===== config.mk =====
export PLATFORM = sky130hd
export DESIGN_NAME = im_loader
export DESIGN_NICKNAME = d
export VERILOG_FILES = /design/src/rtl/im_loader_pkg.sv /design/src/rtl/im_word_pack.sv /design/src/rtl/im_loader.sv
export SDC_FILE = /design/constraint.sdc
export NUM_CORES = 1
export LEC_CHECK = 0
export CAP_MARGIN = 30
export CORE_AREA = 2 2 100 102
export CTS_CLUSTER_DIAMETER = 60
export DETAILED_ROUTE_END_ITERATION = 12
export DIE_AREA = 0 0 102 104
export PLACE_DENSITY_LB_ADDON = 0.08
export SETUP_SLACK_MARGIN = 0.2
export SLEW_MARGIN = 20
export SYNTH_ARGS = -nofsm -noshare
export SYNTH_HDL_FRONTEND = slang
export SYNTH_SLANG_ARGS = --single-unit

===== constraint.sdc =====
create_clock -name clk_i -period 1.8 [get_ports clk_i]
set_input_delay 0.36 -clock clk_i [delete_from_list [all_inputs] [get_ports clk_i]]
set_output_delay 0.36 -clock clk_i [all_outputs]
set_load 0.005 [all_outputs]

===== src/rtl/im_loader_pkg.sv =====
// im_loader_pkg: shared types and constants for the instruction-memory loader.
//   state_e        loader FSM states
//   IM_DEPTH       instruction-memory depth in words
//   IM_BASE_PC     PC that IM word index 0 maps to
//   byte-lane constants and place_byte() for big-endian packing
package im_loader_pkg;

  typedef enum logic [1:0] {
    StIdle  = 2'd0,
    StLoad  = 2'd1,
    StFlush = 2'd2,
    StDone  = 2'd3
  } state_e;

  localparam int unsigned IM_DEPTH       = 1024;
  localparam logic [31:0] IM_BASE_PC     = 32'h0000_3000;
  localparam int unsigned BYTE_W         = 8;
  localparam int unsigned BYTES_PER_WORD = 4;

  // Lane index of the byte that completes a word (the lowest byte, bits 7:0).
  localparam logic [1:0] LANE_LAST = 2'd3;

  // Byte number idx of a word lands big-endian: idx 0 -> bits 31:24, idx 3 -> bits 7:0.
  // The shift amount is (3 - idx) * 8, and ~idx equals 3 - idx for a 2-bit index.
  function automatic logic [31:0] place_byte(input logic [7:0] b, input logic [1:0] idx);
    return 32'(b) << {~idx, 3'b000};
  endfunction

endpackage


===== src/rtl/im_word_pack.sv =====
// im_word_pack: packs a byte stream into big-endian 32-bit words.
//   clk_i         system clock
//   reset_i       synchronous active-high reset (drops any partial word)
//   clear_i       start of a new session, discards buffered bytes
//   accept_i      a byte is transferred this cycle
//   flush_i       accepted byte is the last of the image; emit the word padded with zeros
//   byte_i        byte being transferred
//   word_valid_o  a word completes this cycle (combinational, same cycle as accept_i)
//   word_o        completed word, valid with word_valid_o
module im_word_pack
  import im_loader_pkg::*;
(
  input  logic        clk_i,
  input  logic        reset_i,
  input  logic        clear_i,
  input  logic        accept_i,
  input  logic        flush_i,
  input  logic [7:0]  byte_i,
  output logic        word_valid_o,
  output logic [31:0] word_o
);

  logic [1:0]  cnt_q, cnt_d;
  logic [31:0] buf_q, buf_d;

  // Buffer lanes below the current byte are always zero, so OR-ing the new byte in
  // yields the zero-padded word directly for a flush.
  always_comb begin
    word_o       = buf_q | place_byte(byte_i, cnt_q);
    word_valid_o = accept_i & ((cnt_q == LANE_LAST) | flush_i);
  end

  always_comb begin
    cnt_d = cnt_q;
    buf_d = buf_q;
    if (clear_i) begin
      cnt_d = '0;
      buf_d = '0;
    end else if (accept_i) begin
      if (word_valid_o) begin
        cnt_d = '0;
        buf_d = '0;
      end else begin
        cnt_d = cnt_q + 2'd1;
        buf_d = word_o;
      end
    end
  end

  always_ff @(posedge clk_i) begin
    if (reset_i) begin
      cnt_q <= '0;
      buf_q <= '0;
    end else begin
      cnt_q <= cnt_d;
      buf_q <= buf_d;
    end
  end

endmodule


===== src/rtl/im_loader.sv =====
// im_loader: loads a program image from a byte stream into instruction memory and holds
// the CPU in reset until the image is complete.
// Optional feature macro: IM_LOADER_CHECKSUM_EN (XOR checksum of written words).
//   clk_i          system clock, rising edge
//   reset_i        synchronous active-high reset, returns to idle
//   start_i        one-cycle request to begin a load session (idle or done only)
//   in_byte_i      image byte
//   in_valid_i     in_byte_i / in_last_i valid
//   in_last_i      final byte of the image
//   in_ready_o     byte accepted this cycle when in_valid_i is high
//   im_we_o        IM write strobe, one cycle per word
//   im_addr_o      IM word index (index 0 = PC IM_BASE_PC)
//   im_wdata_o     word to write
//   cpu_hold_o     CPU/IFU reset, low only once loading is done
//   busy_o         loading or flushing
//   done_o         session complete
//   err_o          sticky overflow flag for the current session
//   word_count_o   words written this session
//   checksum_o     XOR of written words (zero when the checksum is not built)
module im_loader
  import im_loader_pkg::*;
#(
  parameter int unsigned ADDR_W = 10
) (
  input  logic              clk_i,
  input  logic              reset_i,
  input  logic              start_i,
  input  logic [7:0]        in_byte_i,
  input  logic              in_valid_i,
  input  logic              in_last_i,
  output logic              in_ready_o,
  output logic              im_we_o,
  output logic [ADDR_W-1:0] im_addr_o,
  output logic [31:0]       im_wdata_o,
  output logic              cpu_hold_o,
  output logic              busy_o,
  output logic              done_o,
  output logic              err_o,
  output logic [ADDR_W:0]   word_count_o,
  output logic [31:0]       checksum_o
);

  state_e state_q, state_d;

  logic              accept;
  logic              session_start;
  logic              word_valid;
  logic [31:0]       word;

  logic              im_we_q, im_we_d;
  logic [ADDR_W-1:0] im_addr_q, im_addr_d;
  logic [31:0]       im_wdata_q, im_wdata_d;
  logic [ADDR_W:0]   word_count_q, word_count_d;
  logic              err_q, err_d;
  logic              write_word;

  assign accept        = in_valid_i & in_ready_o;
  assign session_start = start_i & ((state_q == StIdle) | (state_q == StDone));

  im_word_pack u_pack (
    .clk_i        (clk_i),
    .reset_i      (reset_i),
    .clear_i      (session_start),
    .accept_i     (accept),
    .flush_i      (in_last_i),
    .byte_i       (in_byte_i),
    .word_valid_o (word_valid),
    .word_o       (word)
  );

  // State register
  always_ff @(posedge clk_i) begin
    if (reset_i) begin
      state_q <= StIdle;
    end else begin
      state_q <= state_d;
    end
  end

  // Next-state logic
  always_comb begin
    state_d = state_q;
    unique case (state_q)
      StIdle:  if (start_i) state_d = StLoad;
      StLoad:  if (accept && in_last_i) state_d = StFlush;
      StFlush: state_d = StDone;
      StDone:  if (start_i) state_d = StLoad;
      default: state_d = StIdle;
    endcase
  end

  // Outputs decoded from state
  always_comb begin
    in_ready_o = (state_q == StLoad);
    cpu_hold_o = (state_q != StDone);
    busy_o     = (state_q == StLoad) | (state_q == StFlush);
    done_o     = (state_q == StDone);
  end

  // The MSB of word_count marks a full memory; further completed words are dropped.
  assign write_word = word_valid & ~word_count_q[ADDR_W];

  always_comb begin
    im_we_d      = 1'b0;
    im_addr_d    = im_addr_q;
    im_wdata_d   = im_wdata_q;
    word_count_d = word_count_q;
    err_d        = err_q;
    if (session_start) begin
      word_count_d = '0;
      err_d        = 1'b0;
    end else if (word_valid) begin
      if (write_word) begin
        im_we_d      = 1'b1;
        im_addr_d    = word_count_q[ADDR_W-1:0];
        im_wdata_d   = word;
        word_count_d = word_count_q + (ADDR_W + 1)'(1);
      end else begin
        err_d = 1'b1;
      end
    end
  end

  always_ff @(posedge clk_i) begin
    if (reset_i) begin
      im_we_q      <= 1'b0;
      im_addr_q    <= '0;
      im_wdata_q   <= '0;
      word_count_q <= '0;
      err_q        <= 1'b0;
    end else begin
      im_we_q      <= im_we_d;
      im_addr_q    <= im_addr_d;
      im_wdata_q   <= im_wdata_d;
      word_count_q <= word_count_d;
      err_q        <= err_d;
    end
  end

  assign im_we_o      = im_we_q;
  assign im_addr_o    = im_addr_q;
  assign im_wdata_o   = im_wdata_q;
  assign word_count_o = word_count_q;
  assign err_o        = err_q;

`ifdef IM_LOADER_CHECKSUM_EN
  logic [31:0] checksum_q, checksum_d;

  always_comb begin
    checksum_d = checksum_q;
    if (session_start) begin
      checksum_d = '0;
    end else if (write_word) begin
      checksum_d = checksum_q ^ word;
    end
  end

  always_ff @(posedge clk_i) begin
    if (reset_i) begin
      checksum_q <= '0;
    end else begin
      checksum_q <= checksum_d;
    end
  end

  assign checksum_o = checksum_q;
`else
  assign checksum_o = '0;
`endif

endmodule


==> impl_metrics.py, run 1 <==
metrics = {
    "status": {
        "run_status": "finished clean",
    },
    "cells_and_area": {
        "final_layout_size_suffix_gt1_frac": 0.2794,
        "syn2layout_area_growth_pct": 39.70,
        "diodes": 0,
        "final_nets": 531,
        "nFillCells": 896,
    },
    "clock_tree": {
        "clock-root-buffer": "clkbuf_8",
        "cts_tree": "done",
        "clk_pin_slew_worst_paths_ns": 0.10,
        "clock_latency_ns": 0.36,
        "cts_buffers": 9,
        "clock_path_buffers": 2,
        "clock_sinks": 91,
        "htreeDepth": 3,
    },
    "setup_path": {
        "cp.required_ns": 2.02,
        "arrival_ns": 1.85,
        "cp_max_fo": 7,
        "critPathCaptureType": "flip-flop",
        "critPathKind": "primary input to flip-flop",
        "start_kind": "primary input",
    },
    "placed_design": {
        "place.gp.congestion": 0.7952,
        "dp_hpwl_um": 5799,
        "io_buffer_count": 71,
    },
    "yosys": {
        "ys_top_cells_by_count": "91 x dfxtp_1, 83 x nor2_1, 49 x a21oi_1",
        "synth-compound-area-share": 0.1746,
        "synth-seq-cells": 91,
        "synth_top_family_by_area": "simple AND/OR/NAND/NOR gates",
        "synth_edf_count": 0,
        "syn_avg_cell_area_sq_um": 8.944,
        "synthTopCellsByArea": "dfxtp_1 49%, nor2_1 8.3%, buf_4 6.8%",
        "syn_inst": 419,
        "synth_top_area_share": 0.4861,
        "yosysMostFrequentCell": "dfxtp_1",
        "synthesis.area_sq_um": 3747,
        "synth.area.mux_share": 0,
        "yosysUniqueCellTypes": 35,
        "synthSimpleGateAreaFrac": 0.1886,
        "yosys_warnings": 0,
        "ys.flop_type": "dfxtp_1",
        "yosys.area.top_type": "dfxtp_1",
        "synthArstFlopShare": 0,
        "synth_adder_area_share": 0.01336,
        "synth_xor_area_frac": 0.02104,
        "yosysSeqAreaShare": 0.4861,
    },
    "timing": {
        "worst_pin_slew_ns": 0.6670,
        "slew_viol_final": 0,
        "period_minus_slack_ns": 1.634,
        "holdWs_ns": 0.4630,
        "hold_viol_final": 0,
        "tns_ns": 0,
        "rsz0062_at_grt": "true",
        "setup_viol": 0,
        "fin_skew_ns": 0.01239,
        "post-route-period-util": 0.9078,
        "timing.fmax_ghz": 0.6120,
        "relSlewSlack": 0.5553,
    },
    "detailed_routing": {
        "drc": 0,
        "firstDrtPassIters": 4,
        "ant_nets": 0,
        "via_per_inst": 4.773,
        "drt_iter0_drc": 73,
        "post_drt_wl_per_cell_um": 14.40,
        "dr_total_vias": 3112,
        "drt_wl_total_um": 9391,
    },
    "die": {
        "core-area_sq_um": 9549,
        "die_area_sq_um": 10610,
        "start_util": 0.3924,
        "core.rowCount": 36,
        "ioPinCount": 104,
        "die_h_um": 104,
        "dieWidth_um": 102,
    },
    "pwr": {
        "p_total_mw": 5.085,
        "p_leak_nw": 2.116,
        "pwr_density_cell_nw_per_um2": 971.3,
        "vdd_drop_max_uv": 493.3,
    },
    "grt": {
        "grt_use_total": 0.1696,
        "grt_overflow": 0,
        "grt_pass1_wl_um": 14100,
        "antenna_found_initial": 0,
        "grt_pass1_vias": 2812,
        "grt_max_degree": 45,
    },
    "job": {
        "drv_cap": 0,
    },
    "hold_path": {
        "hold_class": "flip-flop to flip-flop",
    },
}
placed cells by master, fill, tap and decap left out, types with 3 or more instances in the layout:
| cell type | synthesis | final |
|---|---|---|
| dfxtp_1 | 91 | 50 |
| a21oi_1 | 49 | 47 |
| nor3_2 | 0 | 4 |
| xnor2_1 | 7 | 7 |
| a211oi_2 | 20 | 29 |
| conb_1 | 1 | 32 |
| nand3_1 | 4 | 4 |
| dlygate4sd2_1 | 0 | 5 |
| dfxtp_2 | 0 | 33 |
| dfxtp_4 | 0 | 8 |
| nor2_1 | 83 | 83 |
| clkbuf_16 | 0 | 4 |
| inv_1 | 5 | 3 |
| nand2_1 | 24 | 24 |
| dlymetal6s2s_1 | 0 | 16 |
| buf_12 | 0 | 7 |
| nor3_1 | 34 | 30 |
| clkdlybuf4s50_1 | 0 | 48 |
| a211oi_1 | 12 | 3 |
| inv_8 | 0 | 3 |
| buf_4 | 34 | 25 |
| clkbuf_8 | 0 | 9 |
timing repair:
action / in CTS / in global routing
hold buffers: 0 / 0
resized for setup: 46 / 56
gates cloned: 2 / 4
buffers inserted: 13 / 2
pin swaps: 2 / 11
setup endpoints to repair: 65 / 108
flip-flops by register name, indices dropped and copies added (netlist names):
name / flops
u_pack.cnt_q: 2
im_we_o: 1
state_q: 2
im_wdata_o: 32
word_count_o: 11
im_addr_o: 10
u_pack.buf_q: 32
err_o: 1
per-stage QoR:
stage	cells	instance area (sq um)	worst slack, ns	utilization
5_1_grt	652	5235	0.1244	0.5482
2_1_floorplan	450	3864	0.2702	-
3_3_place_gp	615	4542	-0.08060	0.4756
3_5_place_dp	615	4542	-0.1201	0.4756
6_report	652	5235	0.1659	0.5482
4_1_cts	646	4982	0.08305	0.5218
routing by layer:
layer	global-route usage	part of all wire
met5	0	0
met1	0.2352	0.47
met4	0.04381	0.0069
met2	0.2589	0.47
met3	0.04772	0.055
worst paths after layout:
check / from / end / slack [ns] / depth (start not counted)
worst max-delay path: in_valid_i / im_wdata_o[1]$_SDFFE_PP0P_ / 0.17 / 6
worst min-delay path: im_addr_o[1]$_SDFFE_PP0P_ / im_addr_o[1]$_SDFFE_PP0P_ / 0.46 / 2
worst max register to register: state_q[0]$_SDFFE_PP0P_ / im_wdata_o[1]$_SDFFE_PP0P_ / 0.19 / 6
worst min register to register: im_addr_o[1]$_SDFFE_PP0P_ / im_addr_o[1]$_SDFFE_PP0P_ / 0.46 / 2
report_power, final:
group	internal (mW)	leakage (nW)	switching (mW)
logic	0.751	1.26	0.767
registers	2.15	0.757	0.0691
clock network	0.544	0.0962	0.809
area by class of cell:
class	count	area, sq um	share of cell area
Clock buffer	9	123.9	0.02366
Multi-Input combinational cell	296	1725	0.3296
Timing Repair Buffer	111	1240	0.2369
Clock inverter	7	67.56	0.01291
Sequential cell	91	1893	0.3616
Inverter	5	18.77	0.003585
Tap cell	133	166.4	0.03179
worst max-delay path: stages:
cell and delay, ns:
clkdlybuf4s50_1 0.61, o211a_4 0.20, and2_4 0.28, buf_6 0.17, clkbuf_16 0.15, a211oi_2 0.06
cells by family (layout without fill, tap and decap cells):
family / Yosys count / in the layout
simple gates: 162 / 162
flops: 91 / 91
compound gates: 89 / 89
buf+inv: 63 / 132
xor+xnor: 9 / 9
fa+ha+maj: 4 / 4
other cells: 1 / 32
Power figures use the tool's default switching activity.
==> run 2, diff against run 1 <==
--- a/config.mk
+++ b/config.mk
@@ -8,6 +8,6 @@
 export CAP_MARGIN = 30
-export CORE_AREA = 2 2 100 102
+export CORE_AREA = 2 2 115 89
 export CTS_CLUSTER_DIAMETER = 60
 export DETAILED_ROUTE_END_ITERATION = 12
-export DIE_AREA = 0 0 102 104
+export DIE_AREA = 0 0 117 91
 export PLACE_DENSITY_LB_ADDON = 0.08
==> constraint.sdc (replaced) <==
create_clock -name clk_i -period 1.9 [get_ports clk_i]
set_input_delay 0.38 -clock clk_i [delete_from_list [all_inputs] [get_ports clk_i]]
set_output_delay 0.38 -clock clk_i [all_outputs]
set_load 0.02 [all_outputs]
==> impl_metrics.py, run 2 (same netlist as run 1, synthesis figures left out) <==
metrics = {
    "status": {
        "run_status": "finished clean",
    },
    "die": {
        "core.rowCount": 31,
        "die_area_sq_um": 10650,
        "die_h_um": 91,
        "core-area_sq_um": 9503,
        "start_util": 0.3943,
        "ioPinCount": 104,
        "dieWidth_um": 117,
    },
    "clock_tree": {
        "clock_latency_ns": 0.34,
        "clock_sinks": 91,
        "cts_buffers": 9,
        "htreeDepth": 3,
        "cts_tree": "done",
        "clock-root-buffer": "clkbuf_16",
        "cts_setup_buffers": 0,
        "ctsHoldBuffers": 0,
        "clk_pin_slew_worst_paths_ns": 0.06,
        "clock_path_buffers": 2,
    },
    "cells_and_area": {
        "nFillCells": 892,
        "multi_input_area_sq_um": 1632,
        "final_util": 0.5138,
        "final_nets": 507,
        "final_cell_mix": "91 x dfxtp_1, 83 x nor2_1, 48 x a21oi_1, 34 x nor3_1, 32 x conb_1",
        "diodes": 0,
        "final_layout_size_suffix_gt1_frac": 0.1232,
        "layout.area.seq_sq_um": 1822,
        "design_area_sq_um": 4882,
        "syn2layout_area_growth_pct": 30.28,
        "final_common_cell": "dfxtp_1",
    },
    "grt": {
        "antenna_found_initial": 0,
        "grt_max_degree": 45,
        "grt_use_total": 0.1734,
        "grt_pass1_wl_um": 14100,
        "grt_pass1_vias": 2672,
        "grt_overflow": 0,
    },
    "timing": {
        "relSlewSlack": 0.5816,
        "period_minus_slack_ns": 1.670,
        "worst_pin_slew_ns": 0.6276,
        "tns_ns": 0,
        "fin_ws_ns": 0.2301,
        "rsz0062_at_grt": "true",
        "fin_skew_ns": 0.007739,
        "hold_viol_final": 0,
        "timing.fmax_ghz": 0.5988,
        "setup_viol": 0,
        "post-route-period-util": 0.8789,
        "slew_viol_final": 0,
    },
    "placed_design": {
        "placement.cell_area_sq_um": 4518,
        "dp_hpwl_um": 6076,
        "place.gp.congestion": 0.7903,
        "io_buffer_count": 71,
        "dp_slack_ns": -0.05260,
    },
    "hold_path": {
        "hold_class": "flip-flop to flip-flop",
    },
    "pwr": {
        "vdd_drop_max_uv": 489.7,
        "p_total_mw": 5.231,
        "p_leak_nw": 2.181,
        "pwr_density_cell_nw_per_um2": 1071,
    },
    "setup_path": {
        "crit_buf_inv": 2,
        "cp_max_fo": 3,
        "crit_chain": "ha_1 > inv_1 > dlygate4sd2_1",
        "start_kind": "flip-flop",
        "critPathKind": "flip-flop to output pin",
        "arrival_ns": 1.29,
        "critPathCaptureType": "output pin",
        "slowest_delay_ns": 0.41,
        "critPathTopFamily": "flip-flops",
        "crit_path_top_delay_cell": "dfxtp_1",
        "cp.required_ns": 1.52,
    },
    "detailed_routing": {
        "post_drt_wl_per_cell_um": 14.09,
        "dr_total_vias": 2969,
        "ant_nets": 0,
        "drt_wl_total_um": 8837,
        "firstDrtPassIters": 4,
        "drt_iter0_drc": 185,
        "via_per_inst": 4.735,
        "drc": 0,
    },
    "job": {
        "drv_cap": 0,
    },
}
==> run 2: worst register-to-register path, stage by stage, from the launching register on <==
cell and delay (ns):
dfxtp_1 0.43, ha_2 0.25, o211a_4 0.17, and2_4 0.20, buf_12 0.18, nor2_1 0.08
a211oi_2 0.20
==> run 2: stage by stage <==
step           instances  hold WS (ns)
6_report             627        0.4515
3_5_place_dp         611        0.4474
2_1_floorplan        450        0.4682
3_3_place_gp         611        0.4425
4_1_cts              627        0.4553
5_1_grt              627        0.4792
==> run 2: final timing paths <==
kind | start | to | slack (ns) | depth (start not counted)
min | im_addr_o[3]$_SDFFE_PP0P_ | im_addr_o[3]$_SDFFE_PP0P_ | 0.45 | 2
max reg2reg | u_pack.cnt_q[1]$_SDFFE_PP0P_ | im_wdata_o[7]$_SDFFE_PP0P_ | 0.31 | 6
max | state_q[0]$_SDFFE_PP0P_ | cpu_hold_o | 0.23 | 3
min reg2reg | im_addr_o[3]$_SDFFE_PP0P_ | im_addr_o[3]$_SDFFE_PP0P_ | 0.45 | 2
==> run 2: cell type report <==
| cell class | instances | share of cell area |
|---|---|---|
| multi-input cells | 296 | 0.3342 |
| clock inverters | 4 | 0.009995 |
| repair buffers | 87 | 0.1925 |
| inverters | 5 | 0.003844 |
| clock buffers | 12 | 0.05254 |
| well taps | 132 | 0.03383 |
| flip-flops and latches | 91 | 0.3731 |
==> run 2: timing repair <==
action,in CTS,in global routing
endpoints found under the setup margin,46,73
resized for setup,21,30
hold endpoints to repair,0,0
==> run 2: power by group <==
part           internal (mW)  switching, mW
clock                   1.09          0.717
combinational          0.527          0.795
sequential              2.03         0.0762
==> run 2: per-layer routing <==
layer	global-route usage	wire length [um]	vias to the layer above
met2	0.2293	3496	86
met4	0.05588	85	0
li1	-	-	1501
met5	0	0	-
met3	0.04873	529	8
met1	0.2666	4726	1374
==> run 3, diff against run 2 <==
Settings changed: REMOVE_ABC_BUFFERS set to 1.
==> impl_metrics.py, run 3 (same netlist as run 1, synthesis figures left out) <==
metrics = {
    "cells_and_area": {
        "diodes": 0,
        "final_common_cell": "dfxtp_1",
        "syn2layout_area_growth_pct": 34.06,
        "design_area_sq_um": 5024,
        "final_layout_size_suffix_gt1_frac": 0.1437,
        "final_cell_mix": "88 x dfxtp_1, 83 x nor2_1, 48 x a21oi_1, 34 x nor3_1, 32 x conb_1",
        "final_nets": 513,
    },
    "timing": {
        "setup_viol": 0,
        "hold_viol_final": 0,
        "worst_pin_slew_ns": 0.7677,
        "relSlewSlack": 0.4863,
        "fin_skew_ns": 0.006490,
        "timing.fmax_ghz": 0.6049,
        "holdWs_ns": 0.4556,
        "period_minus_slack_ns": 1.653,
        "rsz0062_at_grt": "false",
        "slew_viol_final": 0,
        "post-route-period-util": 0.8701,
    },
    "pwr": {
        "p_sw_mw": 1.629,
        "p_comb_frac": 0.273,
        "swShare": 0.3128,
        "p_leak_nw": 2.280,
        "p_int_mw": 3.578,
        "seq_power_share": 0.404,
        "pwr_density_cell_nw_per_um2": 1036,
        "vdd_drop_max_uv": 469.6,
        "power.share.clock": 0.322,
    },
    "job": {
        "drv_cap": 0,
    },
    "setup_path": {
        "critPathTopFamily": "buffers and inverters",
        "arrival_ns": 1.27,
        "critPathCaptureType": "output pin",
        "slowest_delay_ns": 0.60,
        "cp_max_fo": 2,
        "critPathKind": "flip-flop to output pin",
        "crit_path_top_delay_cell": "clkdlybuf4s50_1",
        "cp.required_ns": 1.52,
        "crit_buf_inv": 1,
        "reg2reg_slack_ns": 0.27,
        "crit_chain": "clkdlybuf4s50_1",
        "start_kind": "flip-flop",
    },
    "detailed_routing": {
        "drt_wl_total_um": 9067,
        "ant_nets": 0,
        "drt_iter0_drc": 164,
        "via_per_inst": 4.820,
        "firstDrtPassIters": 4,
        "dr_total_vias": 3051,
        "post_drt_wl_per_cell_um": 14.32,
        "drc": 0,
    },
    "clock_tree": {
        "clock-root-buffer": "clkbuf_16",
        "clock_path_buffers": 2,
        "cts_tree": "done",
        "cts_buffers": 9,
        "clk_pin_slew_worst_paths_ns": 0.06,
        "clock_latency_ns": 0.34,
        "clock_sinks": 91,
        "htreeDepth": 3,
        "ctsHoldBuffers": 0,
    },
    "grt": {
        "grt_overflow": 0,
        "grt_max_degree": 34,
        "antenna_found_initial": 0,
        "grt_use_total": 0.1712,
        "grt_pass1_wl_um": 14060,
        "grt_pass1_vias": 2824,
    },
    "die": {
        "dieWidth_um": 117,
        "die_h_um": 91,
        "core-area_sq_um": 9503,
        "start_util": 0.3943,
        "die_area_sq_um": 10650,
        "core.rowCount": 31,
        "ioPinCount": 104,
    },
    "placed_design": {
        "placement.cell_area_sq_um": 4518,
        "io_buffer_count": 71,
        "dp_hpwl_um": 5781,
        "place.gp.congestion": 0.7637,
    },
    "status": {
        "run_status": "finished clean",
    },
    "hold_path": {
        "hold_class": "flip-flop to flip-flop",
    },
}
==> run 3: cell type report <==
class,instances,area [sq um]
Fill cell,893,4479
Sequential cell,91,1826
Multi-Input combinational cell,296,1649
Timing Repair Buffer,93,1084
Clock buffer,12,256.5
Tap cell,132,165.2
Clock inverter,4,25.02
Inverter,5,18.77
==> run 3: power by group through the flow <==
| stage | Clock, mW | Combinational [mW] | Sequential, mW |
|---|---|---|---|
| 2_1_floorplan | 0 | 0.675 | 2.23 |
| 3_3_place_gp | 0 | 1.31 | 2.14 |
| 3_5_place_dp | 0 | 1.33 | 2.14 |
| 4_1_cts | 1.73 | 1.31 | 2.10 |
| 5_1_grt | 1.80 | 1.55 | 2.12 |
| 6_report | 1.68 | 1.42 | 2.10 |
==> run 3: worst paths after layout <==
kind                                     start                     endpoint  depth (start not counted)
setup / recovery     im_addr_o[1]$_SDFFE_PP0P_                 im_addr_o[1]                          1
hold / removal       im_addr_o[8]$_SDFFE_PP0P_    im_addr_o[8]$_SDFFE_PP0P_                          2
setup reg to reg  u_pack.cnt_q[1]$_SDFFE_PP0P_  im_wdata_o[29]$_SDFFE_PP0P_                          6
hold reg to reg      im_addr_o[8]$_SDFFE_PP0P_    im_addr_o[8]$_SDFFE_PP0P_                          2
==> run 3: stage by stage <==
step           cells  TNS (ns)  power (mW)  setup WS, ns    util
4_1_cts          627         0       5.139      0.004563  0.5031
5_1_grt          633         0       5.473        0.1980  0.5286
6_report         633         0       5.207        0.2467  0.5286
3_5_place_dp     611  -0.09092       3.467      -0.03623  0.4754
2_1_floorplan    392    -43.74       2.902        -1.040       -
3_3_place_gp     611         0       3.451       0.01138  0.4754
==> run 3: routing by layer <==
metal | GRT usage | up-vias | part of all wire
li1 | - | 1517 | -
met1 | 0.2347 | 1439 | 0.48
met5 | 0 | - | 0
met4 | 0.05196 | 0 | 0.012
met2 | 0.2529 | 83 | 0.45
met3 | 0.05941 | 12 | 0.058
==> run 3: repair_timing <==
item / in CTS / in global routing
hold endpoints to repair: 0 / 0
setup endpoints to repair: 51 / 74
gates cloned: 0 / 5
pin swaps: 0 / 2
setup buffers: 0 / 1
resized for setup: 21 / 40
==> RTL change (settings of run 1) <==
`ADDR_W`: 10 -> 11.
--- a/src/rtl/im_loader.sv
+++ b/src/rtl/im_loader.sv
@@ -22,3 +22,3 @@
 #(
-  parameter int unsigned ADDR_W = 10
+  parameter int unsigned ADDR_W = 11
 ) (
Ports: changed (resized im_addr_o and word_count_o); port bits go from 104 to 106. The function was not compared with the original's and may differ.
==> RTL change against run 1 <==
Sequential power grew 3%. Area after synthesis rose by 2.2%. Routed wire length up 17%. Hold slack worse by 0.0088 ns. Cell count rose by 5.4%. Sequential cell count grew 2. Worst setup slack worse by 0.052 ns. Power increased by 8.9%. Final area is 12% higher. Largest cell class is now multi-input gates. Highest routed layer unchanged.
==> RTL change: results (changes against run 1) <==
ROUTEDWLPERCELL_UM=16.0  # +11%
YOSYS.AREA_SHARE.XOR_XNOR_PCT=2.06  # -0.045 points
FINAL_LAYOUT_SIZE_SUFFIX_GT1_SHARE_PCT=35.0  # +7.1 points
SYNTH_COMPOUND_GATE_AREA_SHARE_PCT=16.9  # -0.54 points
GRT_PASS1_WL_MM=16.7  # +18%
WORST-R2R-SETUP-SLACK_NS=0.11  # -0.08 ns
WORST_SLEW_MARGIN_REL_PCT=60.6  # +5.1 points
HP-START='im_addr_o[7]'
REG2REG_TO='im_wdata_o[4]'
SYNTH_ADDER_AREA_SHARE_PCT=1.31  # -0.029 points
SWITCHING_POWER_uW=1640  # -0.21%
FIRST_GLOBAL_VIAS=3230  # +15%
PRE_CTS_SLACK_NS=-0.266  # -0.146 ns
PORT-BUFFER-COUNT=73  # +2.8%
SYNTH.DISTINCT_CELLS=36  # +2.9%
DP.CELLS=640  # +4.1%
CPPEAKSTAGEDELAY_NS=0.36  # -0.25 ns
PLACE_AREA_UM2=4740  # +4.3%
FINALNETCOUNT=566  # +6.6%
GP_CONGESTION=0.735  # -7.6%
GRT_MAX_DEGREE=34  # -24%
DETAILEDPLACEMENTHPWL_MM=6.25  # +7.7%
WORST_EP_ARRIVAL_TIME_NS=1.92  # +0.07 ns
TIMING.HOLD.WORST_ENDPOINT='im_addr_o[7]'
SYNTHESIS.INSTANCES=441  # +5.3%
GLOBALROUTEMET3UTIL_PCT=3.97  # -0.81 points
SYNTH-SEQ-AREA-SHARE_PCT=48.6  # about the same
SYNTHTOPCELLSBYAREA='sky130_fd_sc_hd__dfxtp_1 (49%), sky130_fd_sc_hd__nor2_1 (8.0%), sky130_fd_sc_hd__a21oi_1 (6.4%), sky130_fd_sc_hd__buf_4 (6.3%), sky130_fd_sc_hd__nor3_1 (5.0%)'
CRIT_PATH_TOP_DELAY_CELL='sky130_fd_sc_hd__a211o_4'
SYNTHTOPCELLSBYCOUNT='sky130_fd_sc_hd__dfxtp_1 (93), sky130_fd_sc_hd__nor2_1 (82), sky130_fd_sc_hd__a21oi_1 (49), sky130_fd_sc_hd__nor3_1 (38), sky130_fd_sc_hd__buf_4 (32)'
GRT_USE_MET2_PCT=34.5  # +8.6 points
SYNTH.MUX.AREA_FRACTION_PCT=0.261  # +0.26 points
LEAKAGE_uW=0.00258  # +22%
CRIT_PATH_START='state_q[1]'
GLOBAL_ROUTE.USAGE.TOTAL_PCT=20.3  # +3.3 points
MAX_IR_DROP_VDD_V=0.000508  # +2.9%
RUN_STATUS='finished, final reports clean'
FIRST_ITER_VIOLATIONS=146  # +100%
COUNT_OF_VIAS_PLACED_BY_THE_DETAILED_ROUTER=3380  # +8.6%
==> RTL change: changes by cell type after synthesis, sizes merged, moves of 2 or more <==
cell | before | now
and2 | 3 | 1
buf | 52 | 48
clkbuf | 6 | 18
dfxtp | 91 | 93
nand2 | 24 | 27
nand4 | 1 | 3
nor2b | 2 | 5
nor3 | 34 | 38
==> RTL change: area by class of cell <==
class / count / area [µm²]
clock buffer: 11 / 141
sequential: 93 / 1950
multi-input combinational: 307 / 2020
timing repair buffer: 132 / 1510
tap: 133 / 166
clock inverter: 5 / 83.8
inverter: 6 / 22.5
fill: 824 / 3660
==> RTL change: worst max-delay path: cells and delay by family, from the launching register on <==
kind / cells / cell delay, ns
and+or+nand+nor: 1 / 0.07
DFF: 1 / 0.35
AOI/OAI and AO/OA: 2 / 0.59
buffers and inverters: 3 / 0.34
adders and majority gates: 1 / 0.22
==> RTL change: power by group through the flow <==
stage | registers (µW) | logic [µW] | clock network, µW
3_5_place_dp | 2320 | 1230 | 0
4_1_cts | 2260 | 1490 | 1580
2_1_floorplan | 2320 | 714 | 0
3_3_place_gp | 2310 | 1230 | 0
6_report | 2280 | 1710 | 1550
5_1_grt | 2300 | 1830 | 1670
==> RTL change: worst max-delay path by stage <==
stage | slack [ns] | endpoint | depth (start not counted)
after floorplan | 0.21 | im_wdata_o[0] | 8
after global placement | -0.22 | u_pack.buf_q[11] | 6
after detailed placement | -0.27 | u_pack.buf_q[12] | 6
after CTS | 0.11 | busy_o | 4
after global routing | 0.07 | im_wdata_o[4] | 7
final | 0.11 | im_wdata_o[4] | 7
==> RTL change: stage by stage <==
| step | hold WS (ns) | util [%] |
|---|---|---|
| floorplan | 0.438 | - |
| global placement | 0.446 | 49.6 |
| detailed placement | 0.446 | 49.6 |
| CTS | 0.459 | 56.8 |
| global route | 0.476 | 61.7 |
| finish | 0.454 | 61.7 |
==> RTL change: repair_timing <==
item	CTS	global route
endpoints found under the hold margin	0	0
endpoints found under the setup margin	93	123
setup buffers	17	8
pin swaps	26	40
hold buffers	0	0
gates resized for setup	64	122
gates cloned	5	1
==> RTL change: layer usage <==
metal,wire (µm),vias up
li1,-,1648
met1,4840,1620
met2,5470,94
met3,488,18
met4,193,0
met5,0,-
==> RTL change: cells by family after synthesis <==
logic type / after synthesis
AOI/OAI and AO/OA: 92
xor gates and xnor gates: 9
buffers and inverters: 72
adders and majority gates: 4
muxes: 1
and+or+nand+nor: 169
other: 1
DFF: 93
